**src/rtl/int8_stim_loader_if.sv**
```systemverilog
// Memory-load port of the int8 dot-product test case (write strobe, address, data).
// The loader drives it through the master modport; the test case consumes the slave modport.
interface int8_stim_loader_if #(
   parameter int unsigned WIDTH      = 8,
   parameter int unsigned ADDR_WIDTH = 10
);
   logic                  write;
   logic [ADDR_WIDTH-1:0] addr;
   logic [WIDTH-1:0]      data_in;

   modport master (output write, output addr, output data_in);
   modport slave  (input write, input addr, input data_in);
endinterface

```
**src/rtl/int8_stim_loader.sv**
```systemverilog
// Fills NUM_INPUTS test-case words with LFSR pseudo-random data on a start pulse.
// Optional STIM_CHECKSUM_EN adds a signed running sum of the written words.
module int8_stim_loader #(
   parameter int unsigned WIDTH      = 8,
   parameter int unsigned NUM_INPUTS = 1024,
   parameter int unsigned ADDR_WIDTH = $clog2(NUM_INPUTS),
   parameter logic [15:0] SEED       = 16'hACE1
) (
   input  logic                  clk,
   input  logic                  reset,
   input  logic                  start,
   input  logic                  hold,
   int8_stim_loader_if.master    ld,
   output logic                  busy,
   output logic                  done,
   output logic [ADDR_WIDTH:0]   words_written
`ifdef STIM_CHECKSUM_EN
   ,
   output logic signed [WIDTH+ADDR_WIDTH:0] checksum
`endif
);

   localparam int unsigned CntW = ADDR_WIDTH + 1;
   localparam logic [CntW-1:0] LastCnt  = CntW'(NUM_INPUTS - 1);
   localparam logic [CntW-1:0] NumWords = CntW'(NUM_INPUTS);
   localparam logic [CntW-1:0] CntOne   = CntW'(1);

   typedef enum logic [1:0] {StIdle, StLoad, StDone} state_e;

   state_e                state_q, state_d;
   logic [CntW-1:0]       cnt_q, cnt_d;
   logic [15:0]           lfsr_q, lfsr_d;
   logic                  write_q, write_d;
   logic [ADDR_WIDTH-1:0] addr_q, addr_d;
   logic [WIDTH-1:0]      data_q, data_d;
   logic                  busy_q, busy_d;
   logic                  done_q, done_d;
   logic [CntW-1:0]       words_q, words_d;
   logic [WIDTH-1:0]      word;

   // Fibonacci LFSR, x^16 + x^14 + x^13 + x^11 + 1
   function automatic logic [15:0] lfsr_next(input logic [15:0] l);
      return {l[14:0], l[15] ^ l[13] ^ l[12] ^ l[10]};
   endfunction

   assign word = lfsr_q[WIDTH-1:0];

`ifdef STIM_CHECKSUM_EN
   localparam int unsigned SumW = WIDTH + ADDR_WIDTH + 1;
   logic signed [SumW-1:0]  sum_q, sum_d;
   logic signed [WIDTH-1:0] word_s;
   assign word_s = $signed(word);
`endif

   always_comb begin
      state_d = state_q;
      cnt_d   = cnt_q;
      lfsr_d  = lfsr_q;
      write_d = write_q;
      addr_d  = addr_q;
      data_d  = data_q;
      busy_d  = busy_q;
      done_d  = done_q;
      words_d = words_q;
`ifdef STIM_CHECKSUM_EN
      sum_d   = sum_q;
`endif
      unique case (state_q)
         StIdle: begin
            write_d = 1'b0;
         end
         StLoad: begin
            if (hold) begin
               write_d = 1'b0;
            end else begin
               write_d = 1'b1;
               addr_d  = cnt_q[ADDR_WIDTH-1:0];
               data_d  = word;
               cnt_d   = cnt_q + CntOne;
               lfsr_d  = lfsr_next(lfsr_q);
               if (words_q != NumWords) begin
                  words_d = words_q + CntOne;
               end
`ifdef STIM_CHECKSUM_EN
               sum_d = sum_q + SumW'(word_s);
`endif
               if (cnt_q == LastCnt) begin
                  state_d = StDone;
               end
            end
         end
         StDone: begin
            write_d = 1'b0;
            busy_d  = 1'b0;
            done_d  = 1'b1;
         end
         default: begin
            state_d = StIdle;
            write_d = 1'b0;
         end
      endcase

      // A new load restarts the identical sequence; start is ignored mid-load.
      if ((state_q == StIdle || state_q == StDone) && start) begin
         state_d = StLoad;
         cnt_d   = '0;
         lfsr_d  = SEED;
         words_d = '0;
         busy_d  = 1'b1;
         done_d  = 1'b0;
`ifdef STIM_CHECKSUM_EN
         sum_d   = '0;
`endif
      end
   end

   always_ff @(posedge clk or posedge reset) begin
      if (reset) begin
         state_q <= StIdle;
         cnt_q   <= '0;
         lfsr_q  <= SEED;
         write_q <= 1'b0;
         addr_q  <= '0;
         data_q  <= '0;
         busy_q  <= 1'b0;
         done_q  <= 1'b0;
         words_q <= '0;
      end else begin
         state_q <= state_d;
         cnt_q   <= cnt_d;
         lfsr_q  <= lfsr_d;
         write_q <= write_d;
         addr_q  <= addr_d;
         data_q  <= data_d;
         busy_q  <= busy_d;
         done_q  <= done_d;
         words_q <= words_d;
      end
   end

`ifdef STIM_CHECKSUM_EN
   always_ff @(posedge clk or posedge reset) begin
      if (reset) begin
         sum_q <= '0;
      end else begin
         sum_q <= sum_d;
      end
   end

   assign checksum = sum_q;
`endif

   assign ld.write      = write_q;
   assign ld.addr       = addr_q;
   assign ld.data_in    = data_q;
   assign busy          = busy_q;
   assign done          = done_q;
   assign words_written = words_q;

endmodule

```
**src/flat_wrapper.sv**
```systemverilog
// flat-port wrapper written by rule: the top's interface ports become plain ports
module int8_stim_loader_flat 
#(
   parameter int unsigned WIDTH      = 8,
   parameter int unsigned NUM_INPUTS = 1024,
   parameter int unsigned ADDR_WIDTH = $clog2(NUM_INPUTS),
   parameter logic [15:0] SEED       = 16'hACE1
)
  (clk, reset, start, hold, busy, done, words_written, ld_write, ld_addr, ld_data_in);
  int8_stim_loader_if #(.WIDTH(WIDTH), .ADDR_WIDTH(ADDR_WIDTH)) ld_i ();
  input  logic clk;
  input  logic reset;
  input  logic start;
  input  logic hold;
  output logic busy;
  output logic done;
  output logic [ADDR_WIDTH:0] words_written;
  output wire logic [$bits(ld_i.write)-1:0] ld_write;
  output wire logic [$bits(ld_i.addr)-1:0] ld_addr;
  output wire logic [$bits(ld_i.data_in)-1:0] ld_data_in;
  assign ld_write = ld_i.write;
  assign ld_addr = ld_i.addr;
  assign ld_data_in = ld_i.data_in;
  int8_stim_loader #(.WIDTH(WIDTH), .NUM_INPUTS(NUM_INPUTS), .ADDR_WIDTH(ADDR_WIDTH), .SEED(SEED)) u_core (.clk(clk), .reset(reset), .start(start), .hold(hold), .ld(ld_i), .busy(busy), .done(done), .words_written(words_written));
endmodule
```
**config.mk**
```make
export PLATFORM = sky130hd
export DESIGN_NAME = int8_stim_loader_flat
export DESIGN_NICKNAME = d
export VERILOG_FILES = /design/src/rtl/int8_stim_loader_if.sv /design/src/rtl/int8_stim_loader.sv /design/src/flat_wrapper.sv
export SDC_FILE = /design/constraint.sdc
export NUM_CORES = 1
export LEC_CHECK = 0
export CAP_MARGIN = 20
export CORE_UTILIZATION = 45
export DETAILED_ROUTE_END_ITERATION = 10
export DONT_BUFFER_PORTS = 1
export GPL_TIMING_DRIVEN = 0
export PLACE_DENSITY = 0.68
export SYNTH_ARGS = -nofsm -noshare
export SYNTH_HDL_FRONTEND = slang
export SYNTH_SLANG_ARGS = --single-unit
```
**constraint.sdc**
```tcl
create_clock -name clk -period 2.35 [get_ports clk]
set_clock_uncertainty 0.2 [all_clocks]
set_input_delay 0.47 -clock clk [delete_from_list [all_inputs] [get_ports clk]]
set_output_delay 0.47 -clock clk [all_outputs]
set_load 0.02 [all_outputs]
```
---- Yosys cells after proc, flatten, opt, wreduce, memory -nomap -nowiden ----
Index checks and enable logic that the tools add are counted.
storage, ports and cells
  flip-flop bits (word level) ............. 61
  input port bits ......................... 4
  output and inout bits ................... 32
  logic and storage cells ................. 54
cells by class
  add/sub/neg operators ................... 2
  eq/ne operators ......................... 8
  multiplexer cells ....................... 20
  bitwise operators ....................... 4
  reduce and logical (&&, ||, !) cells .... 11
operators by type and width
  kind                     number
  $mux W11                 7
  $mux W16                 3
  $add A11 B1 Y11 const B  2
  $eq A11 B10 Y1 const B   1
  $ne A11 B11 Y1 const B   1
  $mux W1                  6
  $mux W2                  3
  $reduce_and A3 Y1        2
  $reduce_bool A2 Y1       3
  $ne A2 B1 Y1 const B     2
  $pmux W2 S2              1
  $reduce_and A2 Y1        2
  $ne A3 B1 Y1 const B     1
  $ne A3 B2 Y1 const B     1
  $xor A1 B1 Y1            3
  $eq A2 B1 Y1 const B     1
  $eq A2 B2 Y1 const B     1
  $logic_not A2 Y1         1
  $reduce_or A2 Y1         1
  $logic_and A1 B1 Y1      1
  $logic_or A1 B1 Y1       1
  $not A1 Y1               1

---- Logic depth before layout (Yosys ltp) ----
Gate-level depths: netlist (run 1).
  depth after elaboration ................. 6
  mapped depth ............................ 7
  depth with buffers taken out ............ 5

---- Least setup slack after synthesis (run 1) ----
Ideal clock, no wire load.
  path type ............................... input to register
  from .................................... input hold
  to ...................................... register u_core.words_q[10], in the netlist u_core.words_written[10]
  setup time .............................. 0.133 ns
  data arrival time ....................... 1.489 ns
  required time ........................... 2.017 ns
  path slack .............................. 0.528 ns
  stages .................................. 5
  cells stage by stage .................... or3b_1 -> buf_6 -> buf_6 -> nor4_2 -> o21ai_0
between the ends
  cells in the longest elaborated chain, start to end .. 2
ends and longest elaborated chain
  item                         line                     source
  start: declaration           flat_wrapper.sv:14       input logic hold;
  $ne A2 B1 Y1 (no line)       --
  $reduce_and A3 Y1 (no line)  --
  end signal: assignment       int8_stim_loader.sv:137  words_q <= words_d;
  end: declaration             int8_stim_loader.sv:38   logic [CntW-1:0] words_q, words_d;
No other way between the ends.
A chain may end at the register's enable or synchronous reset.

---- Worst setup path in the final report (run 1) ----
  from .................................... register u_core.state_q[1]
  to ...................................... register u_core.cnt_q[5]
between the ends
  cells in the longest elaborated chain, start to end .. 5
  elaborated cells on any way between the ends .. 9
ends and longest elaborated chain
  item                                                                 line                     source
  start: declaration                                                   int8_stim_loader.sv:30   state_e state_q, state_d;
  start signal: assignment                                             int8_stim_loader.sv:119  state_q <= StIdle;
  start signal: assignment                                             int8_stim_loader.sv:129  state_q <= state_d;
  $eq A2 B2 Y1 / $logic_not A2 Y1 (equally long branches)              int8_stim_loader.sv:104  if ((state_q == StIdle || state_q == StDone) && start) begin
  $logic_or A1 B1 Y1                                                   int8_stim_loader.sv:104
  $logic_and A1 B1 Y1                                                  int8_stim_loader.sv:104
  $ne A2 B1 Y1 (no line) / $reduce_bool A2 Y1 (equally long branches)  --
  $reduce_and A2 Y1 (no line)                                          --
  end signal: assignment                                               int8_stim_loader.sv:130  cnt_q <= cnt_d;
  end: declaration                                                     int8_stim_loader.sv:31   logic [CntW-1:0] cnt_q, cnt_d;
Parallel ways exist; a longest one is shown, timed or not.

==> results of run 1 <==
report_power, final:
part | internal (mW) | total, mW | leakage [nW] | switching (mW)
combinational | 0.246 | 0.597 | 0.544 | 0.351
clock | 0.494 | 0.931 | 0.104 | 0.437
sequential | 1.40 | 1.85 | 0.779 | 0.450
layer usage:
| layer | routed length, um | part of all wire, % | global-route usage [%] |
|---|---|---|---|
| met1 | 2600 | 48 | 26.1 |
| met2 | 2550 | 47 | 31.2 |
| met3 | 183 | 3.4 | 5.29 |
| met4 | 85 | 1.6 | 9.45 |
| met5 | 0 | 0 | 0 |
per-stage QoR:
| step | total power, mW | hold WS [ns] | setup TNS [ns] |
|---|---|---|---|
| after floorplan | 2.28 | 0.239 | 0 |
| after global placement | 2.42 | 0.255 | -26.65 |
| after detailed placement | 2.46 | 0.259 | 0 |
| after CTS | 3.41 | 0.0286 | 0 |
| after global routing | 3.59 | 0.0195 | 0 |
| final | 3.38 | 0.0354 | 0 |
state kept, by name, summed over array words and instances, names as in the netlist:
name / cells
u_core.ld.write: 1
u_core.ld.addr: 10
u_core.lfsr_q: 16
u_core.busy: 1
u_core.done: 1
u_core.cnt_q: 11
u_core.ld.data_in: 8
u_core.words_written: 11
u_core.state_q: 2
cells in the mapped netlist (3+ instances only):
| cell type | instances | area (sq um) |
|---|---|---|
| a21oi_1 | 5 | 25.0 |
| clkbuf_1 | 7 | 26.3 |
| dfrtp_1 | 53 | 1330 |
| dfstp_2 | 8 | 210 |
| ha_1 | 3 | 37.5 |
| inv_1 | 4 | 15.0 |
| nand2_1 | 98 | 368 |
| nand2b_1 | 3 | 18.8 |
| nand3_1 | 13 | 65.1 |
| nand4_1 | 8 | 50.1 |
| nor2_1 | 18 | 67.6 |
| nor3_2 | 3 | 30.0 |
| o21ai_0 | 11 | 55.1 |
| xnor2_1 | 12 | 105 |
| xor2_1 | 5 | 43.8 |
kinds of logic (layout without fill, tap and decap cells):
logic type               after synthesis  after routing
adder cells (fa/ha/maj)                3              3
buffers and inverters                 17             35
AND/OR/NAND/NOR                      158            158
flip-flops                            61             61
XOR/XNOR                              17             17
AO/OA/AOI/OAI                         22             22
final timing paths:
kind | cells past startpoint | endpoint | start
max | 7 | u_core.cnt_q[5]$_DFFE_PP0P_ | u_core.state_q[1]$_DFFE_PP0P_
min | 1 | u_core.state_q[1]$_DFFE_PP0P_ | start
max reg2reg | 7 | u_core.cnt_q[5]$_DFFE_PP0P_ | u_core.state_q[1]$_DFFE_PP0P_
min reg2reg | 2 | u_core.lfsr_q[8]$_DFFE_PP0P_ | u_core.lfsr_q[8]$_DFFE_PP0P_
max in group asynchronous | 3 | u_core.lfsr_q[15]$_DFFE_PP1P_ | reset
min in group asynchronous | 2 | u_core.ld.data_in[4]$_DFFE_PP0P_ | reset
layout make-up:
type	count	area share, %
clock buffers	9	4.13
plain buffers	12	2.21
multi-input cells	200	35.3
repair buffers	2	1.00
inverters	5	0.626
flip-flops and latches	61	51.2
clock inverters	7	2.50
well taps	72	3.00
what timing repair did:
item,CTS,global route
hold buffers,1,0
hold endpoints to repair,27,0
endpoints found under the setup margin,0,0
==> results by group, run 1 <==
Timing
  • Final setup violation count: 0
  • Max Fclk: 0.524 GHz
  • Hold Fails Final Rpt: 0
  • Final worst path period need: 1.91 ns
  • Slew headroom: 52.8%
  • Fin. max-slew vios: 0
  • Worst-Margin Slew: 0.706 ns
  • Final Cycle Share: 81.2%
  • Setup ws final: 0.443 ns
  • RSZ-0062 raised after global routing: false

Global route
  • GR Util All Layers: 20.1%
  • Largest net degree at the start of global routing: 35
  • Antenna violations before repair: 0
  • Grt ovf: 0
  • First-pass GRT wire length: 9460 um
  • Vias in the first global route: 1943

Cells and area
  • Final #Nets: 298
  • Area of the multi-input gates: 1060 sq um
  • Inserted Diodes: 0
  • Final Cell Area: 3000 sq um
  • Most frequent cells in the layout: nand2_1 (98), dfrtp_1 (53), nor2_1 (18)
  • Storage element area: 1540 sq um
  • Fillers: 549
  • Final cell count without fillers: 368
  • Share of layout cells above drive strength 1: 13.5%
  • Post-layout util: 53.5%
  • Leading cell type in the layout, fill and taps excluded: nand2_1
  • Area Overhead vs Synth: 11.9%

Setup path
  • Worst path cell trace: or3b_1 > buf_6 > inv_2 > buf_4 > nand3_1 > nand3_1 > o21ai_1
  • CP Max Fanout: 10
  • Cell mode on critical path: nand3_1
  • Cell with the largest stage delay on the worst path: dfrtp_1
  • CP arrival: 1.93 ns
  • CP Capture Type: flip-flop
  • Crit path kind: flip-flop to flip-flop
  • Required time worst endpoint: 2.37 ns
  • Reg2reg setup slack: 0.44 ns
  • Top delay family on crit path: simple AND/OR/NAND/NOR gates
  • CP Launch Type: flip-flop
  • WP buf/inv: 3
  • Critical Path Max Stage Delay: 0.39 ns

Place
  • GP Congestion: 0.777
  • IO Port Bufs: 0
  • Hpwl dp: 3640 um
  • Post-Place Worst Slack: 0.377 ns
  • Placed Cells: 351
  • DP Area: 2790 sq um

Route
  • Number of DRC markers in iteration 0: 124
  • Via/cell ratio: 5.18
  • Final WL: 5420 um
  • 1st-pass router iterations: 4
  • Antenna Nets Post-Route: 0
  • Detailed-route via count: 1908
  • WL/cell: 14.7 um
  • DRC: 0

CTS
  • Clock Latency Late Sink: 0.34 ns
  • Num CTS Buffers: 9
  • Root Buffer: clkbuf_8
  • Clk slew on worst S/H paths: 0.07 ns
  • CTS max path bufs: 2
  • Clock sinks: 61
  • Post_cts resized: 0
  • H-tree depth: 3
  • Post-CTS setup buffer count: 0
  • CTS tree: yes

Synth
  • Synth Area in Simple Gates: 27.6%
  • Count of different cell masters after synthesis: 32
  • Syn Area/Cell: 9.64 sq um
  • Synth Cell Area: 2680 sq um
  • Yosys reg bits: 61
  • Async S/R FF share, synth: 100%
  • Syn. warnings: 0
  • Syn Inst Count: 278
  • Post-synthesis mux area share: 0%
  • Number of synthesized flops with an enable pin: 0
  • Seq/Total Area, Yosys: 57.3%
  • XOR/XNOR share of the synthesized area: 5.56%
  • Largest family of logic cells by synthesized area: simple AND/OR/NAND/NOR gates
  • Synth Area in Compound Gates: 4.90%
  • Adder-cell area share of the yosys netlist: 1.40%
  • Post-synth top flop: dfrtp_1
  • Synthesized Nets: 285

Floorplanning
  • Die Ht: 79.2 um
  • # rows: 27
  • Die ar.: 6270 sq um
  • Initial Utilization: 47.8%
  • Core area: 5610 sq um
  • I/O pin cnt: 36
  • Die width: 79.2 um

Flow run
  • Max cap viols: 0

Power and ir drop
  • Maximum vdd drop: 0.000695 V
  • Leakage: 1.43 nW
  • Power Density: 1130 nW/um^2

Min path
  • Min-delay worst type: primary input to flip-flop

Status
  • Status: completed
Power figures use the tool's default switching activity.
==> run 2, diff against run 1 <==
==> constraint.sdc (replaced) <==
create_clock -name clk -period 1.8 [get_ports clk]
set_clock_uncertainty 0.2 [all_clocks]
set_input_delay 0.36 -clock clk [delete_from_list [all_inputs] [get_ports clk]]
set_output_delay 0.36 -clock clk [all_outputs]
set_load 0.02 [all_outputs]
==> results by group, run 2 (same netlist as run 1, synthesis figures left out) <==
Status
  • Status: completed

Timing
  • RSZ-0062 raised after global routing: true
  • Hold_ws: 0.0212 ns (-0.0142 ns)
  • Hold Fails Final Rpt: 0 (unchanged)
  • Worst-Margin Slew: 0.734 ns (+0.0272 ns)
  • Fin. max-slew vios: 0 (unchanged)
  • Setup ws final: 0.00365 ns (-0.439 ns)
  • Final setup violation count: 0 (unchanged)
  • Slew headroom: 51.0% (-1.8 points)
  • Final worst path period need: 1.80 ns (-0.111 ns)
  • Max Fclk: 0.557 GHz (+6.2%)
  • Setup_tns: 0 ns (unchanged)
  • Final Cycle Share: 99.8% (+19 points)

Flow run
  • Max cap viols: 0 (unchanged)

Route
  • Detailed-route via count: 1974 (+3.5%)
  • 1st-pass router iterations: 4 (unchanged)
  • DRC: 0 (unchanged)
  • Via/cell ratio: 5.34 (+2.9%)
  • Number of DRC markers in iteration 0: 87 (-30%)
  • Final WL: 5680 um (+4.8%)
  • Antenna Nets Post-Route: 0 (unchanged)
  • WL/cell: 15.3 um (+4.2%)

Floorplanning
  • # rows: 27 (unchanged)
  • Die Ht: 79.2 um (unchanged)
  • Die ar.: 6270 sq um (unchanged)
  • Initial Utilization: 47.8% (unchanged)
  • Die width: 79.2 um (unchanged)
  • I/O pin cnt: 36 (unchanged)
  • Core area: 5610 sq um (unchanged)

CTS
  • H-tree depth: 3 (unchanged)
  • Num CTS Buffers: 9 (unchanged)
  • CTS max path bufs: 2 (unchanged)
  • Clock Latency Late Sink: 0.35 ns (about the same)
  • Clk slew on worst S/H paths: 0.07 ns (about the same)
  • Root Buffer: clkbuf_8
  • CTS tree: yes
  • Clock sinks: 61 (unchanged)

Place
  • IO Port Bufs: 0 (unchanged)
  • GP Congestion: 0.775 (-0.30%)
  • Hpwl dp: 3670 um (+0.90%)
  • Post-Place Worst Slack: -0.0710 ns (-0.448 ns)
  • Placed Cells: 351 (unchanged)
  • DP Area: 2790 sq um (+0.13%)

Global route
  • Largest net degree at the start of global routing: 34 (-2.9%)
  • Antenna violations before repair: 0 (unchanged)
  • GR Util All Layers: 20.8% (+0.71 points)
  • Vias in the first global route: 1892 (-2.6%)
  • Grt ovf: 0 (unchanged)
  • First-pass GRT wire length: 9500 um (+0.44%)

Power and ir drop
  • Power Internal: 3.18 mW (+49%)
  • Power Density: 1520 nW/um^2 (+35%)
  • Maximum vdd drop: 0.000700 V (+0.83%)
  • Leakage: 1.52 nW (+6.8%)
  • Flop pwr share: 50.4% (-4.3 points)
  • NetSw: 1.64 mW (+32%)
  • Total Power: 4.82 mW (+43%)
  • Switching Fraction: 34.0% (-2.7 points)
  • Logic gate share of total power: 17.0% (-0.7 points)
  • Power share of the clock group: 32.6% (+5.0 points)

Cells and area
  • Fillers: 506 (-7.8%)
  • Post-layout util: 56.7% (+3.2 points)
  • Inserted Diodes: 0 (unchanged)
  • Share of layout cells above drive strength 1: 17.8% (+4.3 points)
  • Largest register FFs: 16 (unchanged)
  • Final cell count without fillers: 370 (+0.54%)
  • Final Cell Area: 3180 sq um (+6.0%)
  • Storage element area: 1540 sq um (+0.16%)
  • Leading cell type in the layout, fill and taps excluded: nand2_1
  • Most frequent cells in the layout: nand2_1 (98), dfrtp_1 (51), nor2_1 (18)
  • Area Overhead vs Synth: 18.6%
  • Final #Nets: 300 (+0.67%)
  • Area of the multi-input gates: 1120 sq um (+5.8%)
  • Reg with most FFs: u_core.lfsr_q

Setup path
  • Required time worst endpoint: 1.83 ns (-0.54 ns)
  • CP Max Fanout: 10 (unchanged)
  • CP arrival: 1.83 ns (-0.10 ns)
  • CP Launch Type: flip-flop
  • Reg2reg setup slack: 0.004 ns (-0.44 ns)
  • Crit path kind: flip-flop to flip-flop
  • CP Capture Type: flip-flop

Min path
  • Min-delay worst type: primary input to flip-flop
==> run 2: what timing repair did <==
item | CTS | global route
hold buffers | 2 | 0
buffers inserted | 0 | 1
gates resized for setup | 11 | 21
endpoints found under the hold margin | 28 | 0
pin swaps | 0 | 7
setup endpoints to repair | 46 | 54
==> run 2: worst max-delay path, cell delays in order (launching register included) <==
cell     delay [ns]
dfrtp_1        0.40
or3b_1         0.38
buf_6          0.17
buf_12         0.16
nor3_2         0.19
xnor2_1        0.14
nor2_1         0.05
==> run 2: power by group through the flow <==
stage / sequential, mW / clock (mW) / combinational, mW
final: 2.43 / 1.57 / 0.820
after floorplan: 2.34 / 0 / 0.635
after CTS: 2.42 / 1.61 / 0.798
after global routing: 2.49 / 1.66 / 0.962
after detailed placement: 2.43 / 0 / 0.779
after global placement: 2.43 / 0 / 0.742
==> run 2: final timing paths <==
| check | start | endpoint | cells past startpoint |
|---|---|---|---|
| worst max-delay path | u_core.state_q[1]$_DFFE_PP0P_ | u_core.words_written[5]$_DFFE_PP0P_ | 6 |
| worst min-delay path | start | u_core.words_written[10]$_DFFE_PP0P_ | 3 |
| worst max register to register | u_core.state_q[1]$_DFFE_PP0P_ | u_core.words_written[5]$_DFFE_PP0P_ | 6 |
| worst min register to register | u_core.lfsr_q[10]$_DFFE_PP1P_ | u_core.lfsr_q[11]$_DFFE_PP1P_ | 2 |
| max in group asynchronous | reset | u_core.lfsr_q[15]$_DFFE_PP1P_ | 3 |
| min in group asynchronous | reset | u_core.words_written[8]$_DFFE_PP0P_ | 2 |
==> run 2: final cells by class <==
type,instances,share of cell area [%]
tap,72,2.83
sequential,61,48.4
clock buffer,11,4.76
timing repair buffer,4,1.50
inverter,5,0.945
clock inverter,5,3.35
multi-input combinational,200,35.2
buffer,12,2.99
==> run 2: layer usage <==
layer	vias up	GRT usage, %	wire (um)
li1	943	-	-
met1	979	26.5	2610
met2	39	30.9	2680
met3	13	6.32	252
met4	0	12.7	142
met5	-	0	0
==> run 3, diff against run 2 <==
--- a/config.mk
+++ b/config.mk
@@ -6,11 +6,13 @@
 export NUM_CORES = 1
 export LEC_CHECK = 0
 export CAP_MARGIN = 20
-export CORE_UTILIZATION = 45
+export CELL_PAD_IN_SITES_DETAIL_PLACEMENT = 2
+export CELL_PAD_IN_SITES_GLOBAL_PLACEMENT = 2
+export CORE_UTILIZATION = 39
 export DETAILED_ROUTE_END_ITERATION = 10
 export DONT_BUFFER_PORTS = 1
 export GPL_TIMING_DRIVEN = 0
-export PLACE_DENSITY = 0.68
+export PLACE_DENSITY = 0.86
 export SYNTH_ARGS = -nofsm -noshare
 export SYNTH_HDL_FRONTEND = slang
 export SYNTH_SLANG_ARGS = --single-unit
==> results by group, run 3 (same netlist as run 1, synthesis figures left out) <==
Status
  • Status: finished with violations
  • Failing checks: DRC, setup timing

CTS
  • Clk slew on worst S/H paths: 0.07 ns (about the same)
  • Clock sinks: 61 (unchanged)
  • Clock Latency Late Sink: 0.34 ns (about the same)
  • Root Buffer: clkbuf_8
  • CTS max path bufs: 2 (unchanged)
  • H-tree depth: 3 (unchanged)
  • CTS tree: yes
  • Num CTS Buffers: 9 (unchanged)

Place
  • DP Area: 2800 sq um (+0.22%)
  • Post-Place Worst Slack: -0.224 ns (-0.153 ns)
  • Hpwl dp: 4780 um (+30%)
  • GP Congestion: 0.730 (-5.8%)
  • IO Port Bufs: 0 (unchanged)

Timing
  • Slew headroom: 49.6% (-1.4 points)
  • Fin. max-slew vios: 0 (unchanged)
  • RSZ-0062 raised after global routing: true
  • Setup ws final: -0.0169 ns (-0.0205 ns)
  • Final setup violation count: 1 (+1)
  • Final worst path period need: 1.82 ns (+0.0205 ns)
  • Max Fclk: 0.550 GHz (-1.1%)
  • Hold_ws: 0.0403 ns (+0.0192 ns)
  • Hold Fails Final Rpt: 0 (unchanged)
  • Final Cycle Share: 101% (+1.1 points)
  • Worst-Margin Slew: 0.754 ns (+0.0205 ns)
  • Setup_tns: -0.0169 ns (-0.0169 ns)

Route
  • Final WL: 7650 um (+35%)
  • 1st-pass router iterations: 9 (+5)
  • Antenna Nets Post-Route: 0 (unchanged)
  • DRC: 2 (+2)
  • Detailed-route via count: 2085 (+5.6%)
  • Number of DRC markers in iteration 0: 57 (-34%)
  • Via/cell ratio: 5.52 (+3.4%)
  • WL/cell: 20.2 um (+32%)

Setup path
  • R2R cell count: 5 (-1)
  • CP arrival: 1.84 ns (about the same)
  • Worst path cell trace: or3b_4 > buf_12 > a41oi_4 > xnor2_1 > nor2_1
  • WP buf/inv: 1 (-1)
  • CP Capture Type: flip-flop
  • Top delay family on crit path: simple AND/OR/NAND/NOR gates
  • Required time worst endpoint: 1.82 ns (about the same)
  • Crit path kind: flip-flop to flip-flop
  • Worst path depth: 5 (-1)
  • Cell with the largest stage delay on the worst path: or3b_4
  • Critical Path Max Stage Delay: 0.50 ns (+0.10 ns)
  • CP Max Fanout: 7 (-3)
  • CP Launch Type: flip-flop
  • Reg2reg setup slack: -0.02 ns (-0.02 ns)

Global route
  • Vias in the first global route: 2430 (+28%)
  • Largest net degree at the start of global routing: 33 (-2.9%)
  • GR Util All Layers: 23.5% (+2.7 points)
  • Grt ovf: 0 (unchanged)
  • Antenna violations before repair: 0 (unchanged)
  • First-pass GRT wire length: 12800 um (+35%)

Power and ir drop
  • NetSw: 1.79 mW (+9.2%)
  • Power share of the clock group: 28.7% (-3.9 points)
  • Power Internal: 3.05 mW (-4.1%)
  • Power Density: 1480 nW/um^2 (-2.4%)
  • Switching Fraction: 36.9% (+3.0 points)
  • Flop pwr share: 51.2% (+0.8 points)
  • Leakage: 1.57 nW (+2.9%)
  • Maximum vdd drop: 0.000763 V (+9.0%)
  • Logic gate share of total power: 20.1% (+3.1 points)

Cells and area
  • Final #Nets: 303 (+1.0%)
  • Largest register FFs: 16 (unchanged)
  • Fillers: 674 (+33%)
  • Inserted Diodes: 0 (unchanged)
  • Share of layout cells above drive strength 1: 21.9% (+4.1 points)
  • Area of the multi-input gates: 1170 sq um (+4.4%)
  • Storage element area: 1540 sq um (+0.24%)
  • Leading cell type in the layout, fill and taps excluded: nand2_1
  • Most frequent cells in the layout: nand2_1 (97), dfrtp_1 (48), nor2_1 (17)
  • Final Cell Area: 3270 sq um (+3.0%)
  • Reg with most FFs: u_core.lfsr_q
  • Area Overhead vs Synth: 22.1%

Floorplanning
  • Core area: 6490 sq um (+16%)
  • I/O pin cnt: 36 (unchanged)
  • # rows: 29 (+7.4%)
  • Initial Utilization: 41.3% (-6.5 points)
  • Die ar.: 7210 sq um (+15%)
  • Die width: 84.9 um (+7.2%)
  • Die Ht: 84.9 um (+7.2%)

Min path
  • Hold depth: 3 (unchanged)
  • Min-delay worst type: primary input to flip-flop

Flow run
  • Max cap viols: 0 (unchanged)
==> run 3: tightest hold or removal path: cells and delay by family <==
family / cells / cell delay, ns
AOI/OAI and AO/OA: 1 / 0.06
and+or+nand+nor: 2 / 0.12
==> run 3: layout make-up <==
type / instances / area share, %
clock inverters: 6 / 2.64
inverters: 5 / 0.917
multi-input cells: 200 / 35.7
well taps: 77 / 2.94
clock buffers: 10 / 4.20
flip-flops and latches: 61 / 47.1
repair buffers: 8 / 3.36
plain buffers: 11 / 3.10
==> run 3: power by group through the flow <==
stage                     clock [mW]  sequential [mW]  combinational, mW
after floorplan                    0             2.34              0.635
after global placement             0             2.44              0.748
after detailed placement           0             2.46              0.826
after CTS                       1.41             2.47              0.939
after global routing            1.48             2.53               1.11
final                           1.39             2.48              0.971
==> run 3: routing by layer <==
metal  GRT usage [%]  up-vias  routed length (um)
li1                -      958                   -
met1            28.9     1083                3330
met2            41.3       33                4020
met3            4.38       11                 189
met4            8.94        0                 108
met5               0        -                   0
==> run 3: what timing repair did <==
item	CTS	global route
hold buffers	2	0
pin swaps	9	12
setup endpoints to repair	54	56
gates cloned	1	0
hold endpoints to repair	29	0
gates resized for setup	32	19
setup buffers	1	3
==> run 3: per-stage QoR <==
stage / instances / util, % / total power, mW
after floorplan: 278 / - / 2.97
after global placement: 355 / 42.8 / 3.19
after detailed placement: 356 / 43.1 / 3.29
after CTS: 375 / 49.4 / 4.82
after global routing: 378 / 50.4 / 5.11
final: 378 / 50.4 / 4.84
==> run 3: worst paths after layout <==
kind	start	end
worst min register to register	u_core.lfsr_q[10]$_DFFE_PP1P_	u_core.lfsr_q[11]$_DFFE_PP1P_
worst max register to register	u_core.state_q[1]$_DFFE_PP0P_	u_core.words_written[0]$_DFFE_PP0P_
worst min-delay path	start	u_core.words_written[10]$_DFFE_PP0P_
max in group asynchronous	reset	u_core.lfsr_q[10]$_DFFE_PP1P_
worst max-delay path	u_core.state_q[1]$_DFFE_PP0P_	u_core.words_written[0]$_DFFE_PP0P_
min in group asynchronous	reset	u_core.lfsr_q[14]$_DFFE_PP0P_
